==> src/rtl/stream_pkg.sv <==
// Shared types and constants for the byte-stream source and its FIFO.
package stream_pkg;

    localparam int unsigned DEF_DATA_W = 8;

    typedef enum logic {
        OUT_EMPTY = 1'b0,
        OUT_HOLD  = 1'b1
    } out_st_e;

    // level_o counts FIFO entries plus the output register: 0..DEPTH+1
    function automatic int unsigned level_width(input int unsigned depth);
        return $clog2(depth + 2);
    endfunction

endpackage

==> src/rtl/stream_fifo.sv <==
// Synchronous FIFO with extra-MSB wrap pointers; head is presented combinationally.
module stream_fifo #(
    parameter int unsigned DATA_W = 8,
    parameter int unsigned DEPTH  = 4
) (
    input  logic                     clk,
    input  logic                     rst,
    input  logic                     push_i,
    input  logic                     pop_i,
    input  logic                     flush_i,
    input  logic [DATA_W-1:0]        wdata_i,
    output logic [DATA_W-1:0]        rdata_o,
    output logic                     full_o,
    output logic                     empty_o,
    output logic [$clog2(DEPTH):0]   count_o
);

    localparam int unsigned AW = $clog2(DEPTH);
    localparam logic [AW:0] FULL_CNT = (AW + 1)'(DEPTH);
    localparam logic [AW:0] PTR_ONE  = (AW + 1)'(1);

    logic [DATA_W-1:0] mem_q [DEPTH];
    logic [AW:0]       wr_ptr_q;
    logic [AW:0]       rd_ptr_q;
    logic              do_push;
    logic              do_pop;

    assign count_o = wr_ptr_q - rd_ptr_q;
    assign full_o  = (count_o == FULL_CNT);
    assign empty_o = (count_o == '0);
    assign rdata_o = mem_q[rd_ptr_q[AW-1:0]];

    assign do_push = push_i && !full_o && !flush_i;
    assign do_pop  = pop_i && !empty_o && !flush_i;

    always_ff @(posedge clk) begin
        if (rst || flush_i) begin
            wr_ptr_q <= '0;
            rd_ptr_q <= '0;
        end else begin
            if (do_push) wr_ptr_q <= wr_ptr_q + PTR_ONE;
            if (do_pop)  rd_ptr_q <= rd_ptr_q + PTR_ONE;
        end
    end

    always_ff @(posedge clk) begin
        if (do_push) mem_q[wr_ptr_q[AW-1:0]] <= wdata_i;
    end

endmodule

==> src/rtl/stream_src.sv <==
// Valid/ready byte-stream source: write port -> FIFO -> registered output stage.
module stream_src
    import stream_pkg::*;
#(
    parameter int unsigned DATA_W = DEF_DATA_W,
    parameter int unsigned DEPTH  = 4,
    parameter int unsigned CNT_W  = 16
) (
    input  logic                             clk,
    input  logic                             rst,
    input  logic                             wr_en_i,
    input  logic [DATA_W-1:0]                wr_data_i,
    input  logic                             flush_i,
    output logic                             full_o,
    output logic                             valid_o,
    input  logic                             ready_i,
    output logic [DATA_W-1:0]                data_o,
    output logic [level_width(DEPTH)-1:0]    level_o,
    output logic [CNT_W-1:0]                 sent_cnt_o,
    output logic                             ovf_o
);

    localparam int unsigned CW = $clog2(DEPTH) + 1;
    localparam int unsigned LW = level_width(DEPTH);

    out_st_e           state_q;
    logic              valid_q;
    logic [DATA_W-1:0] data_q;
    logic [LW-1:0]     level_q;
    logic [CNT_W-1:0]  sent_cnt_q;
    logic              ovf_q;

    logic              fifo_full;
    logic              fifo_empty;
    logic [DATA_W-1:0] fifo_head;
    logic [CW-1:0]     fifo_cnt;
    logic [CW-1:0]     fifo_cnt_d;

    logic              xfer;
    logic              out_free;
    logic              push_ok;
    logic              bypass;
    logic              fifo_push;
    logic              fifo_pop;
    logic              load;
    logic [DATA_W-1:0] load_data;
    logic              valid_d;
    logic [LW-1:0]     level_d;

    stream_fifo #(
        .DATA_W (DATA_W),
        .DEPTH  (DEPTH)
    ) u_fifo (
        .clk     (clk),
        .rst     (rst),
        .push_i  (fifo_push),
        .pop_i   (fifo_pop),
        .flush_i (flush_i),
        .wdata_i (wr_data_i),
        .rdata_o (fifo_head),
        .full_o  (fifo_full),
        .empty_o (fifo_empty),
        .count_o (fifo_cnt)
    );

    // The FIFO head wins over a same-cycle push; a push only bypasses when the FIFO is empty.
    always_comb begin
        xfer       = valid_q && ready_i;
        out_free   = !valid_q || xfer;
        push_ok    = wr_en_i && !fifo_full && !flush_i;
        bypass     = push_ok && fifo_empty && out_free;
        fifo_pop   = out_free && !fifo_empty && !flush_i;
        fifo_push  = push_ok && !bypass;
        load       = fifo_pop || bypass;
        load_data  = fifo_pop ? fifo_head : wr_data_i;
        valid_d    = load || (valid_q && !xfer);

        fifo_cnt_d = fifo_cnt;
        if (flush_i) begin
            fifo_cnt_d = '0;
        end else begin
            if (fifo_push) fifo_cnt_d = fifo_cnt_d + CW'(1);
            if (fifo_pop)  fifo_cnt_d = fifo_cnt_d - CW'(1);
        end
        level_d = LW'(fifo_cnt_d) + LW'(valid_d);
    end

    always_ff @(posedge clk) begin
        if (rst) begin
            state_q <= OUT_EMPTY;
            valid_q <= 1'b0;
            data_q  <= '0;
        end else begin
            case (state_q)
                OUT_EMPTY: begin
                    if (load) begin
                        state_q <= OUT_HOLD;
                        valid_q <= 1'b1;
                        data_q  <= load_data;
                    end
                end
                OUT_HOLD: begin
                    if (xfer) begin
                        if (load) begin
                            data_q <= load_data;
                        end else begin
                            state_q <= OUT_EMPTY;
                            valid_q <= 1'b0;
                        end
                    end
                end
                default: begin
                    state_q <= OUT_EMPTY;
                    valid_q <= 1'b0;
                end
            endcase
        end
    end

    always_ff @(posedge clk) begin
        if (rst) begin
            level_q    <= '0;
            sent_cnt_q <= '0;
            ovf_q      <= 1'b0;
        end else begin
            level_q <= level_d;
            if (xfer) sent_cnt_q <= sent_cnt_q + CNT_W'(1);
            if (wr_en_i && fifo_full && !flush_i) ovf_q <= 1'b1;
        end
    end

    assign full_o     = fifo_full;
    assign valid_o    = valid_q;
    assign data_o     = data_q;
    assign level_o    = level_q;
    assign sent_cnt_o = sent_cnt_q;
    assign ovf_o      = ovf_q;

endmodule

==> config.mk <==
export PLATFORM = sky130hd
export DESIGN_NAME = stream_src
export DESIGN_NICKNAME = d
export VERILOG_FILES = /design/src/rtl/stream_pkg.sv /design/src/rtl/stream_fifo.sv /design/src/rtl/stream_src.sv
export SDC_FILE = /design/constraint.sdc
export NUM_CORES = 1
export LEC_CHECK = 0
export BUFFER_PORTS_ARGS = -buffer_cell sky130_fd_sc_hd__buf_2
export CORE_MARGIN = 4
export CORE_UTILIZATION = 51
export DETAILED_ROUTE_END_ITERATION = 7
export GPL_TIMING_DRIVEN = 0
export PLACE_DENSITY = 0.75
export RECOVER_POWER = 25
export SYNTH_ARGS = -nofsm -noshare
export SYNTH_HDL_FRONTEND = slang
export SYNTH_HIERARCHICAL = 1
export SYNTH_SLANG_ARGS = --single-unit
==> constraint.sdc <==
create_clock -name clk -period 3.3 [get_ports clk]
set_input_delay 0.495 -clock clk [delete_from_list [all_inputs] [get_ports clk]]
set_output_delay 0.495 -clock clk [all_outputs]
set_load 0.05 [all_outputs]
# Word-level counts from Yosys, hierarchy flattened
# Memories as Yosys holds them, arrays and structs flattened. A register that Yosys moved wholly into a read port is not among the register bits.
# Index checks and enable logic that the tools add are counted.
# word_totals
regBits,36
ram_bits,32
inputBits,13
output_inout_bits,30
word_cells,67
memories,1
# op_classes
addsub,7
eq_ne,4
muxes,19
bitwise_logic,1
reduce_logical,27
# memory_table
name,depth,width,read_ports,rd_clocked_by_memory_dff,wr,line_no,text
u_fifo.mem_q,4,8,1,1,1,stream_fifo.sv:22,logic [DATA_W-1:0] mem_q [DEPTH];
# ops
operator,count
8-bit 2-to-1 mux,3
"16-bit by 1-bit adder with 16-bit output, second input constant",1
8-bit case mux with 2 select lines,1
1-bit logical AND,15
3-bit 2-to-1 mux,4
"3-bit by 1-bit adder with 3-bit output, second input constant",3
1-bit 2-to-1 mux,7
1-bit zero test,6
1-bit logical OR,4
2-bit 2-to-1 mux,2
"2-bit != test, second input constant",2
1-bit case mux with 2 select lines,2
3-bit by 1-bit adder with 3-bit output,1
"3-bit == test, second input constant",1
3-bit zero test,1
3-bit AND reduction,1
"3-bit by 1-bit subtractor with 3-bit output, second input constant",1
3-bit subtractor,1
"2-bit by 1-bit != test with 1-bit output, second input constant",1
1-bit NOT,1

# Depth between registers and ports, before layout
# depth
depth_word,15
depth_mapped,15
mapped_depth_nobuf,15

# Hierarchy
# The synthesis kept the hierarchy.
# by_module_without_submodules
mod,n_inst,cells_per_inst,area_each_um2,seq_area_each_um2
stream_fifo,1,97,1684.1,1121.1
stream_src,1,165,1441.4,600.6

# Worst setup path after synthesis
# OpenSTA, ideal clock, no wires.
# synth_timing
path_kind,register to register
from,reg u_fifo.wr_ptr_q[0]
to,reg level_q[2] (netlist: level_o[2])
setup_ns,0.123
arrival_ns,3.840
required_ns,3.177
setup_slack_ns,-0.664
stages_incl_launch_ff,16
path_buffers,0
synth_period_minus_slack_ns,3.964
path_cell_list,dfxtp_1 > inv_1 > ha_1 > fa_1 > xnor3_2 > nor2_1 > nand2b_4 > a211oi_2 > xnor2_1 > ha_1 > nand2_1 > nand2_1 > a21oi_1 > ha_1 > nor2b_1 > mux2_1
# synth_via
elab_chain_len,15
elab_cells_between_ends,22
classes_between,4 x add/sub; 1 x eq/ne; 4 x mux; 13 x reduce/logical
# synth_rtl
item,line_no,text
"start, declared",stream_fifo.sv:23,logic [AW:0] wr_ptr_q;
"start signal, assigned",stream_fifo.sv:41,if (do_push) wr_ptr_q <= wr_ptr_q + PTR_ONE;
3-bit subtractor *,stream_fifo.sv:28,assign count_o = wr_ptr_q - rd_ptr_q;
3-bit == test *,stream_fifo.sv:29,assign full_o = (count_o == FULL_CNT);
via full_o,stream_src.sv:14,"output logic full_o,"
1-bit zero test *,stream_src.sv:70,push_ok = wr_en_i && !fifo_full && !flush_i;
1-bit logical AND * (2 in a row),stream_src.sv:70,
1-bit logical AND (2 in a row),stream_src.sv:71,bypass = push_ok && fifo_empty && out_free;
1-bit zero test,stream_src.sv:73,fifo_push = push_ok && !bypass;
1-bit logical AND *,stream_src.sv:73,
via fifo_push,stream_src.sv:43,logic fifo_push;
3-bit 2-to-1 mux *,stream_src.sv:82,if (fifo_push) fifo_cnt_d = fifo_cnt_d + CW'(1);
3-bit 2-to-1 mux *,stream_src.sv:79,if (flush_i) begin
3-bit by 1-bit subtractor with 3-bit output,stream_src.sv:83,if (fifo_pop) fifo_cnt_d = fifo_cnt_d - CW'(1);
3-bit 2-to-1 mux *,stream_src.sv:83,
3-bit 2-to-1 mux *,stream_src.sv:79,
3-bit by 1-bit adder with 3-bit output *,stream_src.sv:85,level_d = LW'(fifo_cnt_d) + LW'(valid_d);
"end signal, assigned",stream_src.sv:126,level_q <= level_d;
"end, declared",stream_src.sv:29,logic [LW-1:0] level_q;
# The timed path passes the listed nets; every way through them passes the cells marked *. The select of a mux whose other input is x is not followed.
# A chain may end at the register's enable or synchronous reset.

# Worst setup path in the final report
# layout_timing
from,reg u_fifo.wr_ptr_q[0]
to,reg level_q[2] (netlist: level_o[2])
# layout_via
elab_cells_between_ends,22
classes_between,4 x add/sub; 1 x eq/ne; 4 x mux; 13 x reduce/logical
# layout_lines
item,line_no,text
3-bit subtractor *,stream_fifo.sv:28,
via fifo_cnt[2],stream_src.sv:36,logic [CW-1:0] fifo_cnt;
3-bit zero test *,stream_fifo.sv:30,assign empty_o = (count_o == '0);
via fifo_empty,stream_src.sv:34,logic fifo_empty;
1-bit logical AND * (2 in a row),stream_src.sv:71,
1-bit zero test *,stream_src.sv:73,
1-bit logical AND *,stream_src.sv:73,
via fifo_push,stream_src.sv:43,
3-bit 2-to-1 mux *,stream_src.sv:82,
3-bit 2-to-1 mux *,stream_src.sv:79,
3-bit by 1-bit subtractor with 3-bit output,stream_src.sv:83,
3-bit 2-to-1 mux *,stream_src.sv:83,
3-bit 2-to-1 mux *,stream_src.sv:79,
3-bit by 1-bit adder with 3-bit output *,stream_src.sv:85,
# Marks and branches as above.

==> flow_summary.toml <==
[pwr]
ir_drop_v = 0.000226
powerDensity_nw_per_um2 = 461
p_leak_uw = 0.00147
power_uw = 1720

[synthesis]
yosysSeqAreaShare = 0.551
avgSynthCellArea_um2 = 11.9
synth_largest_area_cell = "edfxtp_1"
synth_mux_area_frac = 0.0869
syn_nets = 287
syn_inst = 262
yosys_most_used_dff = "dfxtp_1"
ys_warn_count = 6
synth_area_leaders = "edfxtp_1 (31%), dfxtp_1 (24%), mux4_2 (5.8%)"
synth_top_family_by_area = "simple AND/OR/NAND/NOR gates"
async_reset_ff_frac = 0
synth.top_cells.by_count = "dfxtp_1 (38), nand2_1 (38), edfxtp_1 (32)"
synth_edf_count = 32
netlist_area_um2 = 3130
synth-compound-area-share = 0.0765
synthXorXnorAreaFrac = 0.0608
netlist-cell-type-count = 40
yosys_register_bits = 70
synth_fa_ha_area_frac = 0.0504
yosysTopAreaCellShare = 0.307
synth-simple-area-share = 0.149

[place]
port_buffers = 42
dpl.hpwl_mm = 4.17
gp_congestion = 0.765

[clock_network]
cts_root_buf = "clkbuf_8"
clk-insertion-delay-late_ns = 0.34
tritoncts = "yes"
cts_buffers = 9
clock-sinks = 70
htree_levels = 3
path_clk_slew_ns = 0.07
cts_buffer_depth = 2

[timing]
setup_viol_count_final = 0
drv_slew = 0
max_slew_margin = 0.458
fin_crit_sh = 0.961
max_freq_ghz = 0.315
hold_viol_final = 0
clock_skew_ns = 0.00644
period_needed_ns = 3.17
tightest_slew_ns = 0.809

[min_path]
hp-class = "input pin to flip-flop"
min_path_cells = 2
whs_endpoint = "valid_o"
worstHoldStart = "ready_i"

[job]
drv_cap = 0

[routing]
vias_per_cell = 5.33
drtAntennaViolNets = 0
dr.pass1.iters = 4
drtIter0Drc = 105
drc = 0
routed_wl_mm = 6.32
wl_per_cell_um = 15.8
via_count = 2139

[critical_path]
crit_required_ns = 3.53
end_kind = "flip-flop"
r2r_start = "u_fifo/wr_ptr_q[0]"
worst_ep_arrival_time_ns = 3.40
rr_worst_depth = 15
rrSetupSlack_ns = 0.13
crit_path_start_kind = "flip-flop"
crit_type = "flip-flop to flip-flop"
critical_path.max_fanout = 4
r2r-end = "level_o[2]"

[floorplanning]
pin_count = 43
die_w_um = 86.3
start_util = 0.528
coreArea_um2 = 5920
placementRows = 28
die_y_um = 86.3
dieArea_um2 = 7450

[layout]
synthToLayoutAreaGrowth_pct = 19.4
nets = 346
drive_gt1_frac = 0.279
antenna_cells = 0
utilization = 0.630

[grt]
track_usage = 0.178
grt_max_degree = 14
gr-total-overflow = 0
grt_pass1_wl_mm = 10.2
grt_pass1_vias = 2113
antenna_found_initial = 0

[run_status]
status = "finished, final reports clean"
cell usage in the layout, fill, tap and decap left out, types with 2 or more instances in the layout:
cell / count
a21oi_1: 2
a311oi_1: 7
a311oi_2: 2
a31oi_1: 3
and2_1: 2
and3_1: 3
and4_1: 3
buf_1: 3
buf_2: 36
buf_4: 7
clkbuf_1: 13
clkbuf_8: 9
clkinvlp_4: 2
dfxtp_1: 37
edfxtp_1: 32
ha_1: 9
inv_1: 6
inv_2: 2
mux2i_1: 7
mux4_2: 8
nand2_1: 37
nand3_1: 7
nand4_1: 3
nor2_1: 29
nor2b_1: 4
nor3b_2: 4
or3_1: 3
xnor2_1: 3
xor2_1: 16
per-stage QoR:
step	cell area (um2)	setup WS, ns	instances	TNS [ns]	hold slack [ns]
finish	3730	0.130	401	0	0.432
global route	3730	-0.0552	401	-0.0552	0.454
CTS	3680	0.000300	397	0	0.368
detailed placement	3450	-0.543	379	-15.90	0.464
global placement	3450	-0.467	379	-14.60	0.450
floorplan	3140	0.00192	262	0	0.471
cell type report:
| type | instances | area (um2) |
|---|---|---|
| buffer | 10 | 51.3 |
| clock buffer | 11 | 131 |
| clock inverter | 5 | 58.8 |
| fill | 470 | 2190 |
| inverter | 9 | 36.3 |
| multi-input combinational | 173 | 1390 |
| sequential | 70 | 1720 |
| tap | 75 | 93.8 |
| timing repair buffer | 48 | 245 |
flip-flops by register name, indices dropped and copies added, names as in the netlist, named ones only:
signal           flops
data_o               8
level_o              3
ovf_o                1
sent_cnt_o          16
state_q              1
u_fifo/mem_q        32
u_fifo/rd_ptr_q      3
u_fifo/wr_ptr_q      3
valid_o              1
what timing repair did:
action	in CTS	in global routing
pin swaps	1	4
hold buffers	0	0
resized for setup	9	10
setup endpoints to repair	35	26
setup buffers	2	4
how the worst max path moves through the flow:
stage | from | end | slack [ns] | cells after the start
after CTS | u_fifo/wr_ptr_q[0] | level_o[2] | 0.0003 | 15
after global routing | u_fifo/wr_ptr_q[0] | level_o[2] | -0.06 | 15
after floorplan | u_fifo/wr_ptr_q[0] | level_o[2] | 0.002 | 15
final | u_fifo/wr_ptr_q[0] | level_o[2] | 0.13 | 15
after global placement | u_fifo/wr_ptr_q[0] | u_fifo/mem_q[0][1] | -0.47 | 9
after detailed placement | u_fifo/wr_ptr_q[0] | u_fifo/mem_q[1][1] | -0.54 | 9
worst max-delay path, cell delays in order (launching register included):
cell and delay [ns]:
dfxtp_2 0.37, inv_4 0.06, ha_4 0.16, fa_2 0.40, xnor3_2 0.29, inv_2 0.10, nor2_2 0.07, a211oi_4 0.29
mux2i_2 0.30, ha_1 0.27, nand2_1 0.06, nand2_1 0.06, a21oi_2 0.11, ha_2 0.18, nor2_1 0.04, mux2_1 0.29
report_power, final:
group | switching [uW] | leakage (uW) | internal, uW
Sequential | 8.58 | 0.000596 | 917
Combinational | 86.9 | 0.000788 | 32.0
Clock | 324 | 0.0000899 | 351
cell families after synthesis:
family | Yosys count
AOI/OAI and AO/OA | 24
xor gates and xnor gates | 20
adders and majority gates | 12
buffers and inverters | 19
DFF | 70
muxes | 17
and+or+nand+nor | 100
layer usage:
| layer | part of all wire | track usage | up-vias | wire length (um) |
|---|---|---|---|---|
| li1 | - | - | 1049 | - |
| met1 | 0.44 | 0.220 | 1037 | 2790 |
| met2 | 0.50 | 0.299 | 46 | 3170 |
| met3 | 0.047 | 0.0551 | 7 | 296 |
| met4 | 0.010 | 0.0581 | 0 | 63 |
| met5 | 0 | 0 | - | 0 |
(Power assumes the default switching activity.)
